## config.mk

```make
export PLATFORM = sky130hd
export DESIGN_NAME = uart_rx_os16
export DESIGN_NICKNAME = d
export VERILOG_FILES = /design/src/rtl/uart_rx_os16.sv
export SDC_FILE = /design/constraint.sdc
export NUM_CORES = 1
export LEC_CHECK = 0
export CORE_MARGIN = 8
export CORE_UTILIZATION = 40
export CTS_CLUSTER_SIZE = 10
export DETAILED_ROUTE_END_ITERATION = 8
export PLACE_DENSITY = 0.66
export RECOVER_POWER = 25
export SKIP_LAST_GASP = 1
export SLEW_MARGIN = 20
export SYNTH_ARGS = -nofsm -noshare
export SYNTH_HDL_FRONTEND = slang
export SYNTH_SLANG_ARGS = --single-unit
```

## constraint.sdc

```tcl
create_clock -name sys_clk -period 2.3 [get_ports sys_clk]
set_input_delay 0.46 -clock sys_clk [delete_from_list [all_inputs] [get_ports sys_clk]]
set_output_delay 0.46 -clock sys_clk [all_outputs]
set_load 0.02 [all_outputs]
```

## src/rtl/uart_rx_os16.sv

```systemverilog
// uart_rx_os16: oversampling UART receiver.
// The serial line is synchronised and sampled on baud_tick cycles only. Each bit
// is taken as the 2-of-3 vote of the samples around mid-bit. Received frames go
// into a valid/ready holding register together with their error flags.
//
// state  | meaning
// IDLE   | line idle; waits for synchronised rx=0 (or for rx=1 after a break)
// START  | start bit; a mid-bit vote of 1 is a false start
// DATA   | data bits shifted in LSB first
// PARITY | optional parity bit checked against the data
// STOP   | stop bit; the frame completes at mid-bit
module uart_rx_os16 #(
  parameter int DATA_BITS  = 8,
  parameter int OVERSAMPLE = 16,
  parameter int PARITY_EN  = 0,
  parameter int PARITY_ODD = 0
) (
  input  logic                 sys_clk,
  input  logic                 rst,
  input  logic                 baud_tick,
  input  logic                 rx,
  input  logic                 rx_ready,
  output logic [DATA_BITS-1:0] data_out,
  output logic                 rx_valid,
  output logic                 parity_err,
  output logic                 frame_err,
  output logic                 break_det,
  output logic                 overrun
);

  localparam int TW = $clog2(OVERSAMPLE);
  localparam int BW = (DATA_BITS > 1) ? $clog2(DATA_BITS) : 1;
  localparam logic [TW-1:0] T_S0  = TW'(OVERSAMPLE / 2 - 1);
  localparam logic [TW-1:0] T_S1  = TW'(OVERSAMPLE / 2);
  localparam logic [TW-1:0] T_S2  = TW'(OVERSAMPLE / 2 + 1);
  localparam logic [TW-1:0] T_END = TW'(OVERSAMPLE - 1);
  localparam logic [BW-1:0] B_LAST = BW'(DATA_BITS - 1);
  localparam logic ODD = (PARITY_ODD != 0);

  typedef enum logic [2:0] {IDLE, START, DATA, PARITY, STOP} state_t;

  state_t               state;
  logic                 rx_m, rx_s;
  logic [1:0]           smp;
  logic [TW-1:0]        tick_cnt;
  logic [BW-1:0]        bit_cnt;
  logic [DATA_BITS-1:0] shift_reg;
  logic                 par_bad;
  logic                 wait_high;
  logic                 vote;
  logic                 mid_tick;
  logic                 end_tick;
  logic                 complete;
  logic                 accept;
  logic                 brk;

  assign vote     = (smp[0] & smp[1]) | (smp[0] & rx_s) | (smp[1] & rx_s);
  assign mid_tick = baud_tick && (tick_cnt == T_S2);
  assign end_tick = baud_tick && (tick_cnt == T_END);
  assign complete = (state == STOP) && mid_tick;
  assign accept   = rx_valid & rx_ready;
  assign brk      = ~vote & (shift_reg == '0);

  // Two-flop synchroniser for the asynchronous serial line; idles high.
  always_ff @(posedge sys_clk or posedge rst) begin
    if (rst) begin
      rx_m <= 1'b1;
      rx_s <= 1'b1;
    end else begin
      rx_m <= rx;
      rx_s <= rx_m;
    end
  end

  // Capture the first two of the three mid-bit samples; the third is rx_s itself at the vote tick.
  always_ff @(posedge sys_clk or posedge rst) begin
    if (rst) begin
      smp <= 2'b00;
    end else if (baud_tick && state != IDLE) begin
      if (tick_cnt == T_S0) smp[0] <= rx_s;
      if (tick_cnt == T_S1) smp[1] <= rx_s;
    end
  end

  // Frame sequencer plus the holding register and its handshake.
  always_ff @(posedge sys_clk or posedge rst) begin
    if (rst) begin
      state      <= IDLE;
      tick_cnt   <= '0;
      bit_cnt    <= '0;
      shift_reg  <= '0;
      par_bad    <= 1'b0;
      wait_high  <= 1'b0;
      data_out   <= '0;
      rx_valid   <= 1'b0;
      parity_err <= 1'b0;
      frame_err  <= 1'b0;
      break_det  <= 1'b0;
      overrun    <= 1'b0;
    end else begin
      if (baud_tick) begin
        case (state)
          IDLE: begin
            if (wait_high) begin
              if (rx_s) wait_high <= 1'b0;
            end else if (!rx_s) begin
              state    <= START;
              tick_cnt <= '0;
              par_bad  <= 1'b0;
            end
          end
          START: begin
            tick_cnt <= tick_cnt + TW'(1);
            if (mid_tick && vote) begin
              state    <= IDLE;
              tick_cnt <= '0;
            end else if (end_tick) begin
              state    <= DATA;
              tick_cnt <= '0;
              bit_cnt  <= '0;
            end
          end
          DATA: begin
            tick_cnt <= tick_cnt + TW'(1);
            if (mid_tick) shift_reg <= DATA_BITS'({vote, shift_reg} >> 1);
            if (end_tick) begin
              tick_cnt <= '0;
              if (bit_cnt == B_LAST) state <= (PARITY_EN != 0) ? PARITY : STOP;
              else bit_cnt <= bit_cnt + BW'(1);
            end
          end
          PARITY: begin
            tick_cnt <= tick_cnt + TW'(1);
            if (mid_tick) par_bad <= vote ^ (^shift_reg) ^ ODD;
            if (end_tick) begin
              state    <= STOP;
              tick_cnt <= '0;
            end
          end
          STOP: begin
            tick_cnt <= tick_cnt + TW'(1);
            if (mid_tick) begin
              state     <= IDLE;
              tick_cnt  <= '0;
              wait_high <= brk;
            end
          end
          default: begin
            state    <= IDLE;
            tick_cnt <= '0;
          end
        endcase
      end

      // A full register that is not being drained drops the new frame.
      if (complete && rx_valid && !rx_ready) begin
        overrun <= 1'b1;
      end else if (complete) begin
        data_out   <= shift_reg;
        parity_err <= par_bad;
        frame_err  <= ~vote;
        break_det  <= brk;
        rx_valid   <= 1'b1;
        overrun    <= 1'b0;
      end else if (accept) begin
        rx_valid <= 1'b0;
        overrun  <= 1'b0;
      end
    end
  end

endmodule

```

==> Implementation_results.wiki, run 1 <==
{| class="wikitable"
! Metric !! Value
|-
| Outcome || complete, no violations
|-
| Setup repair after global routing missed its margin || false
|-
| Sum of negative setup slack || 0 ns
|-
| Count of TritonRoute iterations in the first routing pass || 4
|-
| Period Utilization, post-route || between 80% and 90%
|-
| TritonCTS sink count || 37
|-
| Fraction of power spent switching nets || 35.77%
|-
| Combinational cell fraction of total power || 37.3%
|-
| Synth Net Count || 195
|-
| Smallest hold slack || ~0.36 ns
|-
| Residual DRC count || 0
|-
| Largest fanout of any net on the critical path || 9
|-
| Horizontal die dimension || 83.65 um
|-
| Highest clock rate || 0.5222 GHz
|-
| Flop pwr share || 41.5%
|-
| Summed area of non-filler cells in the final layout || 0.002152 mm2
|-
| Clock tree from TritonCTS || yes
|-
| Diode count || 0
|-
| Number of gates resized after cts || 0
|-
| Endpoint of the most critical register-to-register path || tick_cnt[3]$_DFFE_PP0P_
|-
| Most common flop cell mapped by yosys || sky130_fd_sc_hd__dfrtp_1
|-
| Layout Nets || 217
|-
| Top cells by count, synth || 35 x sky130_fd_sc_hd__dfrtp_1, 24 x sky130_fd_sc_hd__o21ai_0, 22 x sky130_fd_sc_hd__nand2_1
|-
| Final number of setup-violating endpoints || 0
|-
| Category of the worst setup path launch point || register
|-
| Startpoint of the lowest-slack hold path || rx_m$_DFF_PP1_
|-
| Cell breakdown of the critical path || inv_1 -> ha_1 -> and4b_1 -> a211oi_1 -> o21a_1 -> a221o_1
|-
| Area added between synthesis and finish || 17.57%
|-
| Count of cells along the worst hold path || 0
|-
| Pin slew with the least headroom to its limit || ~0.9 ns
|-
| Number of buffers on the longest clock path || 2
|-
| Relative slew slack || 39.79%
|-
| LEAKAGE || approximately 1 nW
|-
| Height of the die || about 84 um
|-
| Routed vias || 1365
|-
| Count of final hold-check violations || 0
|-
| I/O pin count || 18
|-
| Core Area || roughly 0.0044 mm2
|-
| Post-route worst setup slack || slightly below 0.4 ns
|-
| Post-DP HPWL || 2571 um
|-
| Clock latency on the worst-skew pair || 0.29 ns
|-
| Critical-path top delay cell || sky130_fd_sc_hd__dfrtp_1
|-
| Area enclosed by the die boundary || 0.006997 mm2
|-
| Final worst path period need || about 1.9 ns
|-
| Switching pwr || 787.2 uW
|-
| Number of antenna violations at the first check in global routing || 0
|-
| Share of the synthesized area in the top cell type || 47.85%
|-
| Largest clock skew in the final design || 0.004527 ns
|-
| Async S/R FF share, synth || 100.0%
|-
| Quantity of hold-fixing buffers added after cts || 0
|-
| Number of flops mapped to enable cells by yosys || 0
|-
| Layout cells sized above 1 || 11.82%
|-
| Largest area contributor in the synthesized netlist || sky130_fd_sc_hd__dfrtp_1
|-
| Clock slew at the register clock pins of the worst setup and hold paths || 0.07 ns
|-
| Internal Power || around 1.4 mW
|-
| Total power after layout || between 2 and 2.5 mW
|-
| Grt ovf || 0
|-
| Row cnt || 24
|-
| Number of CTS-inserted buffers || 5
|-
| Req. time, crit path || ~2.5 ns
|-
| Placed cell areas || 0.002064 mm2
|-
| Number of distinct standard cells referenced by the synthesized netlist || 38
|-
| CP Buf/Inv Count || 1
|-
| Total length of routed wires || around 3500 um
|-
| Starting Density || 41.75%
|-
| Total of flip-flops plus latches after synthesis || 37
|-
| Number of instances in the synthesized netlist || about 180
|-
| Critical path class || register to register
|-
| Largest net degree at the start of global routing || 38
|-
| Count of input and output buffers || 17
|-
| GR Util All Layers || 10.77%
|-
| FF-to-FF setup slack || approximately 0.39 ns
|-
| Number of slew-limit violations in the final report || 0
|-
| Post-synthesis sequential area ratio || between 50% and 60%
|-
| Via-per-instance ratio || 5.353
|-
| Top area cells in the synthesized netlist || sky130_fd_sc_hd__dfrtp_1 48%, sky130_fd_sc_hd__o21ai_0 6.6%, sky130_fd_sc_hd__ha_1 6.2%
|-
| Most used standard cell by instance count after synthesis || sky130_fd_sc_hd__dfrtp_1
|-
| Largest delay contributor family on the critical path || compound AO/OA/AOI/OAI gates
|-
| Setup bufs post-CTS || 0
|-
| Critical path endpoint category || register
|-
| Mapped cell area || about 0.0018 mm2
|-
| Destination of the worst hold path || rx_s$_DFF_PP1_
|-
| Number of routed nets with antenna violations || 0
|-
| Crit path DAT || 2.09 ns
|-
| Reg2reg path depth || 6
|-
| Post-synthesis area per instance || between 10 and 15 um2
|-
| Post-placement setup slack || 0.1187 ns
|-
| Tightest Hold Check Type || register to register
|-
| Crit-path max cell delay || 0.41 ns
|-
| Clk Tree Root Cell || sky130_fd_sc_hd__clkbuf_8
|-
| Peak VDD IR || 0.6002 mV
|-
| Gp weighted congestion || 0.7625
|-
| Pwr/cell area || 1022 mW/mm2
|-
| Clock share of power || between 20% and 30%
|-
| Startpoint of the lowest-slack register-to-register path || tick_cnt[1]$_DFFE_PP0P_
|-
| Via count of the first global-routing pass || 1327
|-
| Global-route wire length before repair || around 6200 um
|-
| Maxcap violations || 0
|-
| CTS H-tree lvls || 2
|-
| Violation count after the first detailed-routing iteration || 116
|-
| WL per Instance || 13.79 um
|-
| Synthesis warning total || 0
|}
[area by class of cell]
type	count	area, um2
inverters	13	48.80
clock inverters	1	7.507
well taps	52	65.06
repair buffers	25	227.7
fillers	415	2232
flip-flops and latches	37	928.4
multi-input cells	121	792.0
clock buffers	6	82.58
[worst reg2reg max path: stages (launching register included)]
cell and delay [ns]:
sky130_fd_sc_hd__dfrtp_1 0.41, sky130_fd_sc_hd__inv_1 0.09, sky130_fd_sc_hd__ha_1 0.17, sky130_fd_sc_hd__and4b_1 0.38, sky130_fd_sc_hd__a211oi_1 0.18, sky130_fd_sc_hd__o21a_1 0.24, sky130_fd_sc_hd__a221o_1 0.33
[kinds of logic (layout without fill, tap and decap cells)]
group           Yosys count  count (layout)  share of synthesized area [%]
fa+ha+maj                10              10                          6.767
buf+inv                  23              45                          6.015
xor+xnor                  4               4                          1.914
mux                       7               7                          4.101
simple gates             54              54                          14.90
compound gates           46              46                          15.58
flops                    37              37                          50.72
[through the flow]
stage               utilization (%)  cells
finish                        49.09    255
detailed placement            47.09    248
global route                  49.09    255
global placement              47.09    248
CTS                           49.14    255
floorplan                         -    181
[routing by layer]
metal	routed length, um	share of wire (%)	vias to the layer above	global-route usage [%]
met5	0	0	-	0
met4	38	1.1	0	2.983
met3	147	4.2	5	4.492
met2	1701	48	20	17.54
met1	1630	46	663	12.61
li1	-	-	677	-
[placed cells by master, fill, tap and decap left out, types with 2 or more instances in the layout]
master,n
sky130_fd_sc_hd__dfrtp_1,35
sky130_fd_sc_hd__o21ai_0,24
sky130_fd_sc_hd__nand2_1,22
sky130_fd_sc_hd__clkdlybuf4s50_1,15
sky130_fd_sc_hd__inv_1,13
sky130_fd_sc_hd__ha_1,9
sky130_fd_sc_hd__nor2_1,8
sky130_fd_sc_hd__buf_4,7
sky130_fd_sc_hd__clkbuf_8,6
sky130_fd_sc_hd__a22o_1,4
sky130_fd_sc_hd__o31ai_1,4
sky130_fd_sc_hd__xnor2_1,4
sky130_fd_sc_hd__mux2_2,4
sky130_fd_sc_hd__nand2b_1,3
sky130_fd_sc_hd__nor3_1,3
sky130_fd_sc_hd__nand4_1,3
sky130_fd_sc_hd__nor4_1,3
sky130_fd_sc_hd__nand3_1,3
sky130_fd_sc_hd__mux2i_1,3
sky130_fd_sc_hd__nand4b_1,2
sky130_fd_sc_hd__o22ai_1,2
sky130_fd_sc_hd__o21a_1,2
sky130_fd_sc_hd__or3_1,2
sky130_fd_sc_hd__a31oi_1,2
sky130_fd_sc_hd__a21oi_1,2
sky130_fd_sc_hd__dlygate4sd3_1,2
sky130_fd_sc_hd__dfstp_2,2
[power by group through the flow]
stage	sequential, mW	clock [mW]	combinational (mW)
2_1_floorplan	0.880	0	0.700
3_3_place_gp	0.921	0	0.811
3_5_place_dp	0.927	0	0.827
4_1_cts	0.914	0.479	0.833
5_1_grt	0.940	0.511	0.927
6_report	0.912	0.467	0.821
[worst max path at each step]
stage                                 start                 endpoint  slack, ns  cells after the start
detailed placement                baud_tick      par_bad$_DFFE_PP0P_       0.12                      5
CTS                 tick_cnt[1]$_DFFE_PP0P_      par_bad$_DFFE_PP0P_       0.37                      6
global placement                  baud_tick      par_bad$_DFFE_PP0P_       0.15                      5
floorplan            bit_cnt[0]$_DFFE_PP0P_   bit_cnt[0]$_DFFE_PP0P_       0.63                      6
global route           state[2]$_DFFE_PP0P_     state[0]$_DFFE_PP0P_       0.21                      4
finish              tick_cnt[1]$_DFFE_PP0P_  tick_cnt[3]$_DFFE_PP0P_       0.39                      6
Note: power is estimated with default switching activity, not from simulation.
==> run 2: changes to the inputs <==
clock period = 1.8 ns   (was 2.3 ns; I/O delays follow)
==> run 2 against run 1 <==
Net effect:
- utilization grew 2.7 points
- first-iteration DRC count decreased by 59%
- clock power up 27%
- worst hold slack gained 0.0046 ns
- die area unchanged
- flip-flop and latch count unchanged
- sequential power grew 28%
- combinational power rose by 45%
- routed wire length up 4.5%
- fmax is 9.9% higher
- largest power group is now combinational cells
==> Implementation_results.wiki, run 2 (same netlist as run 1, synthesis figures left out) <==
{| class="wikitable"
! Metric !! Value
|-
| Outcome || complete, no violations
|-
| Number of CTS-inserted buffers || 5 (unchanged)
|-
| Smallest hold slack || 0.3620 ns (+0.004635 ns)
|-
| Pin slew with the least headroom to its limit || 0.7589 ns (-0.1442 ns)
|-
| Height of the die || 83.65 um (unchanged)
|-
| Final worst path period need || 1.743 ns (-0.1722 ns)
|-
| Crit path DAT || 1.93 ns (-0.16 ns)
|-
| Number of antenna violations at the first check in global routing || 0 (unchanged)
|-
| Clock share of power || 20.1% (-1.1 points)
|-
| Row cnt || 24 (unchanged)
|-
| Largest fanout of any net on the critical path || 6 (-3)
|-
| Starting Density || 41.75% (unchanged)
|-
| Fraction of power spent switching nets || 36.38% (+0.60 points)
|-
| Routed vias || 1399 (+2.5%)
|-
| Quantity of hold-fixing buffers added after cts || 0 (unchanged)
|-
| Critical-path top delay cell || sky130_fd_sc_hd__dfrtp_1
|-
| Commonest non-fill, non-tap cells in the layout || 35 x sky130_fd_sc_hd__dfrtp_1, 24 x sky130_fd_sc_hd__o21ai_0, 22 x sky130_fd_sc_hd__nand2_1
|-
| I/O pin count || 18 (unchanged)
|-
| Relative slew slack || 49.41% (+9.6 points)
|-
| Combinational cell fraction of total power || 40.2% (+2.9 points)
|-
| Largest net degree at the start of global routing || 32 (-16%)
|-
| Layout cells sized above 1 || 19.44% (+7.6 points)
|-
| Largest delay contributor family on the critical path || simple AND/OR/NAND/NOR gates
|-
| Global-route wire length before repair || 6444 um (+3.2%)
|-
| Cell breakdown of the critical path || inv_2 -> ha_4 -> and4b_2 -> a31oi_1 -> or3b_1 -> a22o_1
|-
| Flop pwr share || 39.7% (-1.8 points)
|-
| Switching pwr || 1.075 mW (+37%)
|-
| WL per Instance || 13.72 um (-0.52%)
|-
| Count of input and output buffers || 17 (unchanged)
|-
| Number of buffers on the longest clock path || 2 (unchanged)
|-
| GR Util All Layers || 10.91% (+0.14 points)
|-
| Internal Power || 1.881 mW (+33%)
|-
| Post-placement setup slack || -0.1839 ns (-0.3026 ns)
|-
| Grt ovf || 0 (unchanged)
|-
| Clk Tree Root Cell || sky130_fd_sc_hd__clkbuf_8
|-
| CP Buf/Inv Count || 1 (unchanged)
|-
| Area enclosed by the die boundary || 0.006997 mm2 (unchanged)
|-
| LEAKAGE || 1.068 nW (+6.9%)
|-
| Number of routed nets with antenna violations || 0 (unchanged)
|-
| Category of the worst setup path launch point || register
|-
| CTS H-tree lvls || 2 (unchanged)
|-
| Critical path endpoint category || register
|-
| Period Utilization, post-route || 96.82% (+14 points)
|-
| Post-route worst setup slack || 0.05728 ns (-0.3278 ns)
|-
| Post-DP HPWL || 2762 um (+7.4%)
|-
| Diode count || 0 (unchanged)
|-
| Tightest Hold Check Type || register to register
|-
| Horizontal die dimension || 83.65 um (unchanged)
|-
| Maxcap violations || 0 (unchanged)
|-
| Final number of setup-violating endpoints || 0 (unchanged)
|-
| Crit-path max cell delay || 0.41 ns (about the same)
|-
| Critical path class || register to register
|-
| Area added between synthesis and finish || 24.06%
|-
| Largest clock skew in the final design || 0.007040 ns (+0.002513 ns)
|-
| Peak VDD IR || 0.7824 mV (+30%)
|-
| Gp weighted congestion || 0.7697 (+0.94%)
|-
| Clock tree from TritonCTS || yes
|-
| Clock slew at the register clock pins of the worst setup and hold paths || 0.08 ns (about the same)
|-
| Pwr/cell area || 1302 mW/mm2 (+27%)
|-
| Count of TritonRoute iterations in the first routing pass || 4 (unchanged)
|-
| Residual DRC count || 0 (unchanged)
|-
| Via count of the first global-routing pass || 1386 (+4.4%)
|-
| Most common cell after layout, fill and taps aside || sky130_fd_sc_hd__dfrtp_1
|-
| Count of final hold-check violations || 0 (unchanged)
|-
| Number of placed instances, taps included || 260 (+4.8%)
|-
| Via-per-instance ratio || 5.220 (-2.5%)
|-
| Violation count after the first detailed-routing iteration || 47 (-59%)
|-
| Summed area of non-filler cells in the final layout || 0.002271 mm2 (+5.5%)
|-
| Placed cell areas || 0.002167 mm2 (+5.0%)
|-
| Layout Nets || 229 (+5.5%)
|-
| Core Area || 0.004384 mm2 (unchanged)
|-
| Total length of routed wires || 3677 um (+4.5%)
|-
| TritonCTS sink count || 37 (unchanged)
|-
| Req. time, crit path || 1.98 ns (-0.49 ns)
|-
| Setup repair after global routing missed its margin || true
|-
| Non-filler instance count after layout || 268 (+5.1%)
|-
| Clock latency on the worst-skew pair || 0.29 ns (about the same)
|-
| Highest clock rate || 0.5738 GHz (+9.9%)
|-
| Number of slew-limit violations in the final report || 0 (unchanged)
|}
[run 2: metrics by stage]
stage	setup TNS [ns]	total power, mW	util, %
2_1_floorplan	0	2.019	-
3_3_place_gp	-1.645	2.329	49.43
3_5_place_dp	-1.998	2.352	49.43
4_1_cts	0	2.948	51.51
5_1_grt	-0.02816	3.166	51.80
6_report	0	2.956	51.80
[run 2: power by group through the flow]
stage	combinational (mW)	sequential (mW)	clock, mW
2_1_floorplan	0.895	1.12	0
3_3_place_gp	1.15	1.18	0
3_5_place_dp	1.17	1.18	0
4_1_cts	1.17	1.17	0.607
5_1_grt	1.33	1.20	0.639
6_report	1.19	1.17	0.595
[run 2: timing repair]
item / CTS / global route
setup buffers: 0 / 0
setup endpoints to repair: 0 / 16
resized for setup: 0 / 7
[run 2: worst paths after layout]
path / cells past startpoint / slack, ns / endpoint / startpoint
min reg2reg: 0 / 0.36 / rx_s$_DFF_PP1_ / rx_m$_DFF_PP1_
min: 0 / 0.36 / rx_s$_DFF_PP1_ / rx_m$_DFF_PP1_
min in group asynchronous: 2 / 0.42 / data_out[1]$_DFFE_PP0P_ / rst
max in group asynchronous: 3 / 0.37 / tick_cnt[0]$_DFFE_PP0P_ / rst
max reg2reg: 6 / 0.06 / par_bad$_DFFE_PP0P_ / tick_cnt[1]$_DFFE_PP0P_
max: 6 / 0.06 / par_bad$_DFFE_PP0P_ / tick_cnt[1]$_DFFE_PP0P_
[run 2: per-layer routing]
metal / up-vias / track usage (%) / routed length (um)
met2: 23 / 17.05 / 1717
met5: - / 0 / 0
met4: 0 / 3.297 / 42
met3: 6 / 3.418 / 133
li1: 708 / - / -
met1: 662 / 13.94 / 1783
[run 2: cell type report]
cell class / count / area (um2)
timing repair buffer: 37 / 321.6
tap: 52 / 65.06
inverter: 13 / 48.80
fill: 410 / 2113
sequential: 37 / 928.4
clock inverter: 3 / 22.52
multi-input combinational: 121 / 815.8
clock buffer: 5 / 68.82
